[src/rtl/mem_access_stage.sv]
// Memory stage: forwards ALU results, runs load/store req/ack transactions, aligns load data.
// Optional MEM_MISALIGN_TRAP_EN: misaligned accesses raise mem_misalign_o instead of reaching the bus.

`ifndef SIZE_BYTE
`define SIZE_BYTE 2'd0
`endif
`ifndef SIZE_HALF
`define SIZE_HALF 2'd1
`endif
`ifndef SIZE_WORD
`define SIZE_WORD 2'd2
`endif

module mem_access_stage (
    input  logic        clk_i,
    input  logic        reset_i,
    input  logic [4:0]  ex_rd_index_r,
    input  logic [31:0] ex_alu_res_r,
    input  logic [31:0] ex_mem_data_r,
    input  logic        ex_mem_rd_r,
    input  logic        ex_mem_wr_r,
    input  logic        ex_mem_signed_r,
    input  logic [1:0]  ex_mem_size_r,
    output logic        dmem_req_o,
    output logic        dmem_we_o,
    output logic [31:0] dmem_addr_o,
    output logic [31:0] dmem_wdata_o,
    output logic [3:0]  dmem_wstrb_o,
    input  logic [31:0] dmem_rdata_i,
    input  logic        dmem_ack_i,
    output logic [4:0]  mem_rd_index_r,
    output logic [31:0] mem_rd_value_r,
    output logic        mem_stall_w,
    output logic        mem_misalign_o,
    output logic [31:0] mem_misalign_addr_o
);

    typedef enum logic {IDLE, WAIT} state_t;

    state_t      state_reg, state_next;
    logic [1:0]  off_reg, off_next;
    logic [1:0]  size_reg, size_next;
    logic        signed_reg, signed_next;
    logic [4:0]  cap_index_reg, cap_index_next;
    logic        req_next, we_next;
    logic [31:0] addr_next, wdata_next;
    logic [3:0]  wstrb_next;
    logic [4:0]  rd_index_next;
    logic [31:0] rd_value_next;

    logic        access;
    logic [1:0]  off;
    logic [1:0]  eff_off;
    logic        trap;
    logic [31:0] rdata_shifted;
    logic [31:0] load_value;

    assign access = ex_mem_rd_r | ex_mem_wr_r;
    assign off    = ex_alu_res_r[1:0];

`ifdef MEM_MISALIGN_TRAP_EN
    logic        misalign;
    logic        misalign_reg;
    logic [31:0] misalign_addr_reg;

    assign misalign = (ex_mem_size_r == `SIZE_HALF) ? off[0] :
                      (ex_mem_size_r == `SIZE_BYTE) ? 1'b0 : (off != 2'b00);
    assign trap     = access & misalign;
    assign eff_off  = off;

    always_ff @(posedge clk_i) begin
        if (reset_i) begin
            misalign_reg      <= 1'b0;
            misalign_addr_reg <= 32'd0;
        end else begin
            misalign_reg <= (state_reg == IDLE) && trap;
            if ((state_reg == IDLE) && trap)
                misalign_addr_reg <= ex_alu_res_r;
        end
    end

    assign mem_misalign_o      = misalign_reg;
    assign mem_misalign_addr_o = misalign_addr_reg;
`else
    // Misaligned accesses are silently aligned down to the natural boundary.
    assign trap    = 1'b0;
    assign eff_off = (ex_mem_size_r == `SIZE_BYTE) ? off :
                     (ex_mem_size_r == `SIZE_HALF) ? (off & 2'b10) : 2'b00;
    assign mem_misalign_o      = 1'b0;
    assign mem_misalign_addr_o = 32'd0;
`endif

    assign mem_stall_w = (state_reg == IDLE) ? (access & ~trap) : ~dmem_ack_i;

    assign rdata_shifted = dmem_rdata_i >> {off_reg, 3'b000};
    always_comb begin
        load_value = dmem_rdata_i;
        if (size_reg == `SIZE_BYTE)
            load_value = {{24{signed_reg & rdata_shifted[7]}}, rdata_shifted[7:0]};
        else if (size_reg == `SIZE_HALF)
            load_value = {{16{signed_reg & rdata_shifted[15]}}, rdata_shifted[15:0]};
    end

    always_ff @(posedge clk_i) begin
        if (reset_i) begin
            state_reg      <= IDLE;
            off_reg        <= 2'd0;
            size_reg       <= 2'd0;
            signed_reg     <= 1'b0;
            cap_index_reg  <= 5'd0;
            dmem_req_o     <= 1'b0;
            dmem_we_o      <= 1'b0;
            dmem_addr_o    <= 32'd0;
            dmem_wdata_o   <= 32'd0;
            dmem_wstrb_o   <= 4'd0;
            mem_rd_index_r <= 5'd0;
            mem_rd_value_r <= 32'd0;
        end else begin
            state_reg      <= state_next;
            off_reg        <= off_next;
            size_reg       <= size_next;
            signed_reg     <= signed_next;
            cap_index_reg  <= cap_index_next;
            dmem_req_o     <= req_next;
            dmem_we_o      <= we_next;
            dmem_addr_o    <= addr_next;
            dmem_wdata_o   <= wdata_next;
            dmem_wstrb_o   <= wstrb_next;
            mem_rd_index_r <= rd_index_next;
            mem_rd_value_r <= rd_value_next;
        end
    end

    always_comb begin
        state_next     = state_reg;
        off_next       = off_reg;
        size_next      = size_reg;
        signed_next    = signed_reg;
        cap_index_next = cap_index_reg;
        req_next       = dmem_req_o;
        we_next        = dmem_we_o;
        addr_next      = dmem_addr_o;
        wdata_next     = dmem_wdata_o;
        wstrb_next     = dmem_wstrb_o;
        rd_index_next  = mem_rd_index_r;
        rd_value_next  = mem_rd_value_r;

        case (state_reg)
            IDLE: begin
                if (!access) begin
                    rd_index_next = ex_rd_index_r;
                    rd_value_next = ex_alu_res_r;
                end else if (trap) begin
                    rd_index_next = 5'd0;
                end else begin
                    req_next       = 1'b1;
                    we_next        = ex_mem_wr_r;
                    addr_next      = {ex_alu_res_r[31:2], 2'b00};
                    off_next       = eff_off;
                    size_next      = ex_mem_size_r;
                    signed_next    = ex_mem_signed_r;
                    cap_index_next = ex_rd_index_r;
                    rd_index_next  = 5'd0;
                    state_next     = WAIT;
                    if (ex_mem_size_r == `SIZE_BYTE) begin
                        wdata_next = {4{ex_mem_data_r[7:0]}};
                        wstrb_next = 4'b0001 << eff_off;
                    end else if (ex_mem_size_r == `SIZE_HALF) begin
                        wdata_next = {2{ex_mem_data_r[15:0]}};
                        wstrb_next = 4'b0011 << eff_off;
                    end else begin
                        wdata_next = ex_mem_data_r;
                        wstrb_next = 4'b1111;
                    end
                    // Reads carry no byte enables; wdata is don't-care for them.
                    if (!ex_mem_wr_r)
                        wstrb_next = 4'b0000;
                end
            end
            WAIT: begin
                if (dmem_ack_i) begin
                    req_next   = 1'b0;
                    we_next    = 1'b0;
                    wstrb_next = 4'b0000;
                    state_next = IDLE;
                    if (dmem_we_o) begin
                        rd_index_next = 5'd0;
                        rd_value_next = 32'd0;
                    end else begin
                        rd_index_next = cap_index_reg;
                        rd_value_next = load_value;
                    end
                end
            end
            default: state_next = IDLE;
        endcase
    end

endmodule

[config.mk]
export PLATFORM = sky130hd
export DESIGN_NAME = mem_access_stage
export DESIGN_NICKNAME = d
export VERILOG_FILES = /design/src/rtl/mem_access_stage.sv
export SDC_FILE = /design/constraint.sdc
export NUM_CORES = 1
export LEC_CHECK = 0
export ABC_CLOCK_PERIOD_IN_PS = 2100
export CAP_MARGIN = 10
export CORE_AREA = 8 8 129 161
export CTS_CLUSTER_SIZE = 28
export DETAILED_ROUTE_END_ITERATION = 10
export DIE_AREA = 0 0 137 169
export HOLD_SLACK_MARGIN = 0.08
export SYNTH_ARGS = -nofsm -noshare
export SYNTH_HDL_FRONTEND = slang
export SYNTH_SLANG_ARGS = --single-unit
export TNS_END_PERCENT = 20
[constraint.sdc]
create_clock -name clk_i -period 2.1 [get_ports clk_i]
set_input_delay 0.315 -clock clk_i [delete_from_list [all_inputs] [get_ports clk_i]]
set_output_delay 0.315 -clock clk_i [all_outputs]
set_load 0.05 [all_outputs]
==> results.toml <==
[outcome]
status = "completed"

[cells_and_area]
stdcell_count = 1141
nNetsFinal = 1005
n_fill_cell = 1881
regArea_sq_um = 2322
layout-area-overhead-vs-synth_pct = 53.35
top_regs = "dmem_wdata_o (32), mem_rd_value_r (32), dmem_addr_o (30)"
drive_gt1_share_pct = 9.031
multi_input_area_sq_um = 2805

[global_routing]
gr-total-overflow = 0
first_global_vias = 5640
grt_pass1_wl_um = 32230
grt_usage_pct = 17.91
grt_start_max_net_pins = 46
antenna_found_initial = 2

[die]
die_area_sq_um = 23150
core-area_sq_um = 18360
initial_core_util_pct = 30.08
rows = 56
die_x_um = 137
die_h_um = 169
ioPinCount = 250

[clock_tree]
htree_levels = 4
clockBufferDepth = 2
numCtsBuffers = 17
insertion_delay_ps = 420
cts_tree = "yes"
post_cts_buffers = 0
root_buffer = "clkbuf_16"
path_clk_slew_ps = 60
numClockSinks = 116

[timing]
fmax_mhz = 507.6
final_hold_viol_count = 0
holdWs_ps = 356.3
slew_violations = 0
skew_ps = 6.542
slew_headroom_pct = 61.53
setup_viol = 0
tightest_slew_ps = 575.2
timing.final.crit_share_pct = 93.82
rsz0062_at_grt = "no"
worst_slack_ps = 129.8
setup-tns-final_ps = 0
min_period_ps = 1970

[placement]
port_buffers = 214
dp_slack_ps = 59.63
hpwl_um = 15700
dp.cells = 1108
routabilityCongestion = 0.7991

[setup_path]
slowest_delay_ps = 420
required_ps = 1780
critPathMaxFanout = 10
arrival_ps = 1660
reg2regPathDepth = 5
critPathCaptureType = "primary output"
r2r_setup_slack_ps = 240
r2r_end = "mem_rd_value_r[9]"
crit_type = "reg -> out"
r2r-start = "dmem_we_o"
path_cells = "buf_4, nor3_2, a21o_2, inv_4, buf_6"
worst_setup_path_start_kind = "flip-flop"
crit_path_top_delay_cell = "dfxtp_1"

[synth]
ys_top_cells_by_area = "dfxtp_1 (42%), nand2_1 (9.7%), a21oi_1 (7.0%)"
syn-cell-area_sq_um = 5523
synth_ff_type = "dfxtp_1"
syn_inst = 687
ys_ff_latch = 116
synth.top_cell.area_share_pct = 42.05
ys_warn_count = 0
synth_cell_type_count = 43
yosysTopAreaCell = "dfxtp_1"
syn_area_per_cell_sq_um = 8.039
synth_edf_count = 0
async_flop_share_pct = 0
synth_seq_area_share_pct = 42.05

[worst_hold_path]
hp-class = "in -> reg"
hold_end = "dmem_we_o"
worstHoldStart = "reset_i"
min_path_cells = 2

[detailed_routing]
num_vias = 5575
drt_iter0_drc = 246
avgViaCountPerCell = 4.886
finalWirelength_um = 20950
drtAntennaViolNets = 0
drc = 0
drt-wirelength-per-cell_um = 18.36
dr.pass1.iters = 5

[run]
maxCapViolations = 0

[power]
p_per_area_nw_per_um2 = 864.5
leakagePower_uw = 0.003197
ir_worst_vdd_mv = 0.4640
[worst max-delay path, delay by kind of cell (launching register included)]
| kind | cells | cell delay (ps) |
|---|---|---|
| and+or+nand+nor | 1 | 70 |
| DFF | 1 | 420 |
| buffers and inverters | 3 | 520 |
| AOI/OAI and AO/OA | 1 | 230 |
[cells in the final DEF (no fill, tap or decap), drive strengths merged, types with 6 or more instances in the layout]
cell type,n
a211oi,18
a21oi,77
a22oi,18
a2bb2oi,7
a311oi,29
buf,37
clkbuf,18
clkdlybuf4s50,209
clkinvlp,6
conb,35
dfxtp,116
inv,13
mux2i,24
nand2,144
nand2b,6
nand3,7
nor2,61
nor2b,11
o21ai,23
o221ai,10
[worst max-delay path by stage]
| stage | start | to | slack (ps) |
|---|---|---|---|
| floorplan | ex_mem_size_r[0] | dmem_wstrb_o[2] | 220 |
| global placement | dmem_rdata_i[15] | mem_rd_value_r[23] | 90 |
| detailed placement | dmem_rdata_i[15] | mem_rd_value_r[25] | 60 |
| CTS | state_reg | mem_stall_w | 7 |
| global route | state_reg | mem_stall_w | 10 |
| finish | state_reg | mem_stall_w | 130 |
[routing by layer]
layer	wire length, um	global-route usage (%)	vias up
li1	-	-	2759
met1	8807	21.10	2583
met2	9930	29.51	206
met3	1736	5.635	25
met4	461	6.913	2
met5	10	0	-
[power breakdown]
group          leakage [uW]  internal [uW]  total, uW  switching, uW
clock network      0.000262           1670       2790           1130
logic               0.00198            733       2050           1310
registers          0.000957           2380       2480            100
total               0.00320           4780       7320           2540
[stage by stage]
step	total power, uW	util [%]	instance area [sq um]
after floorplan	3821	-	5650
after global placement	4575	42.97	7889
after detailed placement	4586	42.97	7889
after CTS	7408	46.08	8459
after global routing	7654	46.14	8469
final	7322	46.14	8469
[Yosys cell counts (all sizes together) (2+ instances only)]
master,instances
clkbuf,34
nand3b,5
nor3b,2
buf,58
a21oi,77
mux2i,24
nand3,7
a22oi,18
a2bb2oi,7
nor2,61
mux2,5
nand2,144
nor2b,11
o221ai,10
a311oi,29
inv,9
a211oi,18
a222oi,4
dfxtp,116
nand2b,6
o21ai,23
a22o,5
[repair_timing]
action                                  4_1_cts  5_1_grt
pin swaps                                     0        0
gates resized for setup                       2        2
hold buffers                                  0        0
endpoints found under the setup margin        2        1
[cell families (layout without fill, tap and decap cells)]
logic type | Yosys count | in the layout | share of synthesized area, %
AO/OA/AOI/OAI | 199 | 199 | 23.92
adder cells (fa/ha/maj) | 1 | 1 | 0.2265
buffers and inverters | 101 | 288 | 9.923
flip-flops | 116 | 116 | 42.05
multiplexers | 30 | 30 | 5.777
other | 1 | 36 | 0.06790
AND/OR/NAND/NOR | 239 | 239 | 18.03
[final cells by class]
type                    instances  share of cell area, %
well taps                     232                  3.427
multi-input cells             504                  33.12
diodes                          1                0.02955
inverters                       9                 0.4284
clock buffers                  18                  5.185
flip-flops and latches        116                  27.42
repair buffers                247                  28.87
clock inverters                14                  1.522
(Power assumes the default switching activity.)
